[src/rtl/multiplier_iter.sv]
// Iterative shift-add signed multiply-accumulate: out_a = b*q + r.
// Rebuilds a dividend from the iterative divider's quotient/remainder, one bit per cycle.
`timescale 1ns / 1ps

module multiplier_iter #(
  parameter int unsigned BIT_WIDTH = 8
) (
  input  logic                   clock,
  input  logic                   rst,
  input  logic                   in_en,
  input  logic [BIT_WIDTH-1:0]   in_b,
  input  logic [BIT_WIDTH:0]     in_q,
  input  logic [BIT_WIDTH-1:0]   in_r,
  output logic                   out_flag,
  output logic                   out_ready,
  output logic [2*BIT_WIDTH+1:0] out_a
);

  localparam int unsigned CW = $clog2(BIT_WIDTH + 3);
  localparam int unsigned AW = 2 * BIT_WIDTH + 1;
  localparam int unsigned OW = 2 * BIT_WIDTH + 2;

  localparam logic [CW-1:0] CntIdle = '0;
  localparam logic [CW-1:0] CntFin  = CW'(BIT_WIDTH + 2);

  logic [CW-1:0]        count_q, count_d;
  logic [AW-1:0]        mb_q, mb_d;
  logic [BIT_WIDTH:0]   mq_q, mq_d;
  logic                 sign_q, sign_d;
  logic [OW-1:0]        r_q, r_d;
  logic [AW-1:0]        acc_q, acc_d;
  logic                 flag_q, flag_d;
  logic                 ready_q, ready_d;
  logic [OW-1:0]        a_q, a_d;

  logic                 is_idle, is_fin, accept;
  logic [BIT_WIDTH-1:0] abs_b;
  logic [BIT_WIDTH:0]   abs_q;
  logic [OW-1:0]        mag;

  assign is_idle = (count_q == CntIdle);
  assign is_fin  = (count_q == CntFin);
  assign accept  = is_idle && in_en;

  // Two's-complement negation of the most negative value wraps to the
  // same bit pattern, which is exactly its magnitude read as unsigned.
  assign abs_b = in_b[BIT_WIDTH-1] ? (~in_b + 1'b1) : in_b;
  assign abs_q = in_q[BIT_WIDTH]   ? (~in_q + 1'b1) : in_q;
  assign mag   = {1'b0, acc_q};

  // State register (count doubles as the FSM state).
  always_ff @(posedge clock) begin
    if (rst) begin
      count_q <= CntIdle;
      flag_q  <= 1'b0;
      ready_q <= 1'b0;
      a_q     <= '0;
    end else begin
      count_q <= count_d;
      flag_q  <= flag_d;
      ready_q <= ready_d;
      a_q     <= a_d;
    end
  end

  // Operand and accumulator registers need no reset: they are reloaded on accept.
  always_ff @(posedge clock) begin
    mb_q   <= mb_d;
    mq_q   <= mq_d;
    sign_q <= sign_d;
    r_q    <= r_d;
    acc_q  <= acc_d;
  end

  // Next-state logic.
  always_comb begin
    count_d = count_q;
    if (is_idle) begin
      if (in_en) begin
        count_d = CW'(1);
      end
    end else if (is_fin) begin
      count_d = CntIdle;
    end else begin
      count_d = count_q + CW'(1);
    end
  end

  // Datapath and registered outputs.
  always_comb begin
    mb_d    = mb_q;
    mq_d    = mq_q;
    sign_d  = sign_q;
    r_d     = r_q;
    acc_d   = acc_q;
    flag_d  = 1'b0;
    ready_d = ready_q;
    a_d     = a_q;

    if (accept) begin
      mb_d    = AW'(abs_b);
      mq_d    = abs_q;
      sign_d  = in_b[BIT_WIDTH-1] ^ in_q[BIT_WIDTH];
      r_d     = {{(OW - BIT_WIDTH){in_r[BIT_WIDTH-1]}}, in_r};
      acc_d   = '0;
      ready_d = 1'b0;
    end else if (is_fin) begin
      a_d     = (sign_q ? (~mag + 1'b1) : mag) + r_q;
      flag_d  = 1'b1;
      ready_d = 1'b1;
    end else if (!is_idle) begin
      // LSB-first: mb is pre-shifted so bit k-1 of mq weights mb << (k-1).
      if (mq_q[0]) begin
        acc_d = acc_q + mb_q;
      end
      mq_d = mq_q >> 1;
      mb_d = mb_q << 1;
    end
  end

  assign out_flag  = flag_q;
  assign out_ready = ready_q;
  assign out_a     = a_q;

endmodule

[config.mk]
export PLATFORM = sky130hd
export DESIGN_NAME = multiplier_iter
export DESIGN_NICKNAME = d
export VERILOG_FILES = /design/src/rtl/multiplier_iter.sv
export SDC_FILE = /design/constraint.sdc
export NUM_CORES = 1
export LEC_CHECK = 0
export ABC_AREA = 1
export CAP_MARGIN = 0
export CORE_UTILIZATION = 53
export CTS_CLUSTER_SIZE = 10
export DETAILED_ROUTE_END_ITERATION = 8
export GPL_TIMING_DRIVEN = 0
export PLACE_DENSITY = 0.75
export SLEW_MARGIN = 5
export SYNTH_ARGS = -nofsm -noshare
export SYNTH_HDL_FRONTEND = slang
export SYNTH_SLANG_ARGS = --single-unit
[constraint.sdc]
create_clock -name clock -period 2.5 [get_ports clock]
set_input_delay 0.375 -clock clock [delete_from_list [all_inputs] [get_ports clock]]
set_output_delay 0.375 -clock clock [all_outputs]
set_load 0.02 [all_outputs]
==> metrics.yaml <==
crit_path_end_kind: "register"
syn_nets: 816
drive_above_1_share: 0.135
synth_seq_area_share: 0.333
p_per_area_nw_per_um2: 1240
arrival_ns: 2.74
reg2reg_from: "acc_q[0]$_SDFFE_PP0P_"
htreeDepth: 3
post_drt_wl_per_cell_microns: 13.6
syn_inst: 747
cts_sinks: 76
status: "completed"
worstRegToRegCells: 16
cp_max_fo: 5
fin_crit_sh: 0.992
drt-initial-drc-count: 246
slew_viol_final: 0
hold_path.class: "in2reg"
rows: 36
min_from: "rst"
final_cell_area_sq_um: 6520
grt_pass1_vias: 4757
grt_max_degree: 26
rsz0062_at_grt: "true"
synth_xor_area_frac: 0.0605
antenna_cells: 0
postSynthAreaPerCell_sq_um: 7.17
vdd_drop_max_v: 0.000563
critPathKind: "reg2reg"
crit_required_ns: 2.76
r2r_slack_ns: 0.02
power.internal_uw: 4180
fp.dieW_microns: 103
cts_tree: "done"
area_growth_pct: 21.7
place_congestion: 0.932
die_h_microns: 103
ctsRootBufferMaster: "clkbuf_8"
placed_cell_area_sq_um: 5980
layout_common_cells: "nand2_1 (165), inv_1 (100), nor2_1 (71), nand3_1 (51), dfxtp_1 (47)"
io_pins: 48
combPwrFrac: 0.642
grt-ovfl-total: 0
hold_depth: 2
synth_cell_type_count: 47
drt-total-wl_microns: 13100
start_util: 0.548
holdWs_ns: 0.319
hold_viol: 0
power.leakage_uw: 0.00305
clkPwrFrac: 0.126
finalSetupViolCount: 0
synth-simple-area-share: 0.274
grt_pass1_wl_microns: 21300
grtUsageTotal: 0.264
sw_frac_of_total: 0.481
worst_hold_path.endpoint: "count_q[0]$_SDFFE_PP0P_"
clk_pin_slew_ns: 0.08
cts_hold_buf: 0
synth_top_family_by_area: "simple AND/OR/NAND/NOR gates"
cts_buffers: 9
yosys_warnings: 0
utilization: 0.667
finalCriticalPeriod_ns: 2.48
muxShareOfSynthArea: 0
dp_hpwl_microns: 9720
drtAntennaViolNets: 0
maxCapViolCount: 0
crit_path_start_kind: "register"
drcViolationCount: 0
skew_ns: 0.0193
synth_area_sq_um: 5360
seqPwrFrac: 0.232
power.total_uw: 8060
ys_ff_latch: 76
core_area_sq_um: 9770
synth-compound-area-share: 0.138
worstMarginPinSlew_ns: 0.593
synthAdderAreaFrac: 0.0986
clkLatencyLatePin_ns: 0.38
vias: 5050
cts_buffer_depth: 2
fin_nets: 891
layout_commonest_cell: "nand2_1"
slew_headroom: 0.603
antenna_found_initial: 0
p_switching_uw: 3880
die-area_sq_um: 10500
viasPerCell: 5.26
max_freq_mhz: 403
portBuffers: 46
r2r-end: "out_a[14]$_SDFFE_PP0P_"
dr.pass1.iters: 5
==> registers in the layout, summed over array words and instances, names as in the netlist <==
signal	cells
acc_q	17
count_q	4
mb_q	17
mq_q	9
out_a	18
out_flag	1
out_ready	1
r_q	8
sign_q	1
==> power by group through the flow <==
stage | clock, uW | sequential [uW] | combinational [uW]
after floorplan | 0 | 1790 | 3360
after global placement | 0 | 1870 | 4090
after detailed placement | 0 | 1880 | 4190
after CTS | 1040 | 1860 | 4540
after global routing | 1080 | 1910 | 5750
final | 1010 | 1870 | 5170
==> worst max-delay path by stage <==
stage	startpoint	end	slack, ns	depth (start not counted)
after floorplan	acc_q[1]$_SDFFE_PP0P_	out_a[17]$_SDFFE_PP0P_	0.13	17
after global placement	acc_q[0]$_SDFFE_PP0P_	out_a[15]$_SDFFE_PP0P_	-0.25	17
after detailed placement	acc_q[0]$_SDFFE_PP0P_	out_a[15]$_SDFFE_PP0P_	-0.28	17
after CTS	acc_q[0]$_SDFFE_PP0P_	out_a[17]$_SDFFE_PP0P_	-0.04	19
after global routing	acc_q[0]$_SDFFE_PP0P_	out_a[17]$_SDFFE_PP0P_	-0.17	17
final	acc_q[0]$_SDFFE_PP0P_	out_a[14]$_SDFFE_PP0P_	0.02	16
==> final cells by class <==
cell class | instances | area [sq um]
fill | 860 | 3260
clock inverter | 2 | 11.3
clock buffer | 14 | 204
tap | 133 | 166
multi-input combinational | 547 | 3230
timing repair buffer | 64 | 596
buffer | 15 | 106
inverter | 109 | 417
sequential | 76 | 1790
==> cells in the mapped netlist (all sizes together) <==
| cell type | count | area (sq um) |
|---|---|---|
| a21o | 2 | 15.0 |
| a21oi | 49 | 245 |
| a31oi | 5 | 31.3 |
| and2 | 2 | 12.5 |
| buf | 12 | 92.6 |
| clkbuf | 3 | 12.5 |
| dfxtp | 50 | 1000 |
| edfxtp | 26 | 781 |
| fa | 2 | 40.0 |
| ha | 39 | 488 |
| inv | 109 | 412 |
| nand2 | 182 | 722 |
| nand2b | 1 | 6.26 |
| nand3 | 54 | 288 |
| nand3b | 3 | 22.5 |
| nand4 | 2 | 12.5 |
| nor2 | 80 | 332 |
| nor3 | 6 | 35.0 |
| nor4 | 5 | 31.3 |
| o211ai | 4 | 35.0 |
| o21a | 5 | 37.5 |
| o21ai | 53 | 269 |
| o21bai | 3 | 22.5 |
| o221ai | 1 | 8.76 |
| o22ai | 9 | 56.3 |
| o31ai | 1 | 7.51 |
| o41ai | 1 | 8.76 |
| or2 | 1 | 6.26 |
| xnor2 | 10 | 87.6 |
| xor2 | 27 | 236 |
==> critical path, cell delays in order (launching register included) <==
cell,delay (ns)
dfxtp_4,0.36
inv_4,0.06
ha_4,0.13
nand4_1,0.12
nor3_2,0.17
buf_4,0.14
nor2_2,0.03
xor2_1,0.14
ha_1,0.38
buf_4,0.15
nand2_2,0.09
nor4_2,0.22
nand2_1,0.11
nand3_1,0.09
nand2_1,0.05
nor2_1,0.08
nor2_1,0.04
==> metrics by stage <==
stage               setup WS (ns)  instances  setup TNS [ns]
floorplan                   0.134        747               0
global placement           -0.246        926           -1.08
detailed placement         -0.284        926           -1.43
CTS                       -0.0391        956         -0.0885
global route               -0.167        960          -0.846
finish                     0.0196        960               0
==> repair_timing <==
| action | CTS | global route |
|---|---|---|
| endpoints found under the hold margin | 0 | 0 |
| buffers inserted | 14 | 4 |
| resized for setup | 20 | 42 |
| pin swaps | 14 | 18 |
| endpoints found under the setup margin | 9 | 10 |
==> cells by family (layout without fill, tap and decap cells) <==
logic type,count (synthesis),after routing
buffers and inverters,124,204
flip-flops,76,76
XOR/XNOR,37,37
adder cells (fa/ha/maj),41,41
AO/OA/AOI/OAI,133,133
AND/OR/NAND/NOR,336,336
==> metal layers <==
layer,up-vias,wire [microns],GRT usage
met2,147,6380,0.469
met3,32,666,0.0631
met5,-,0,0
met1,2277,5640,0.306
li1,2594,-,-
met4,0,386,0.107
Power figures use the tool's default switching activity.
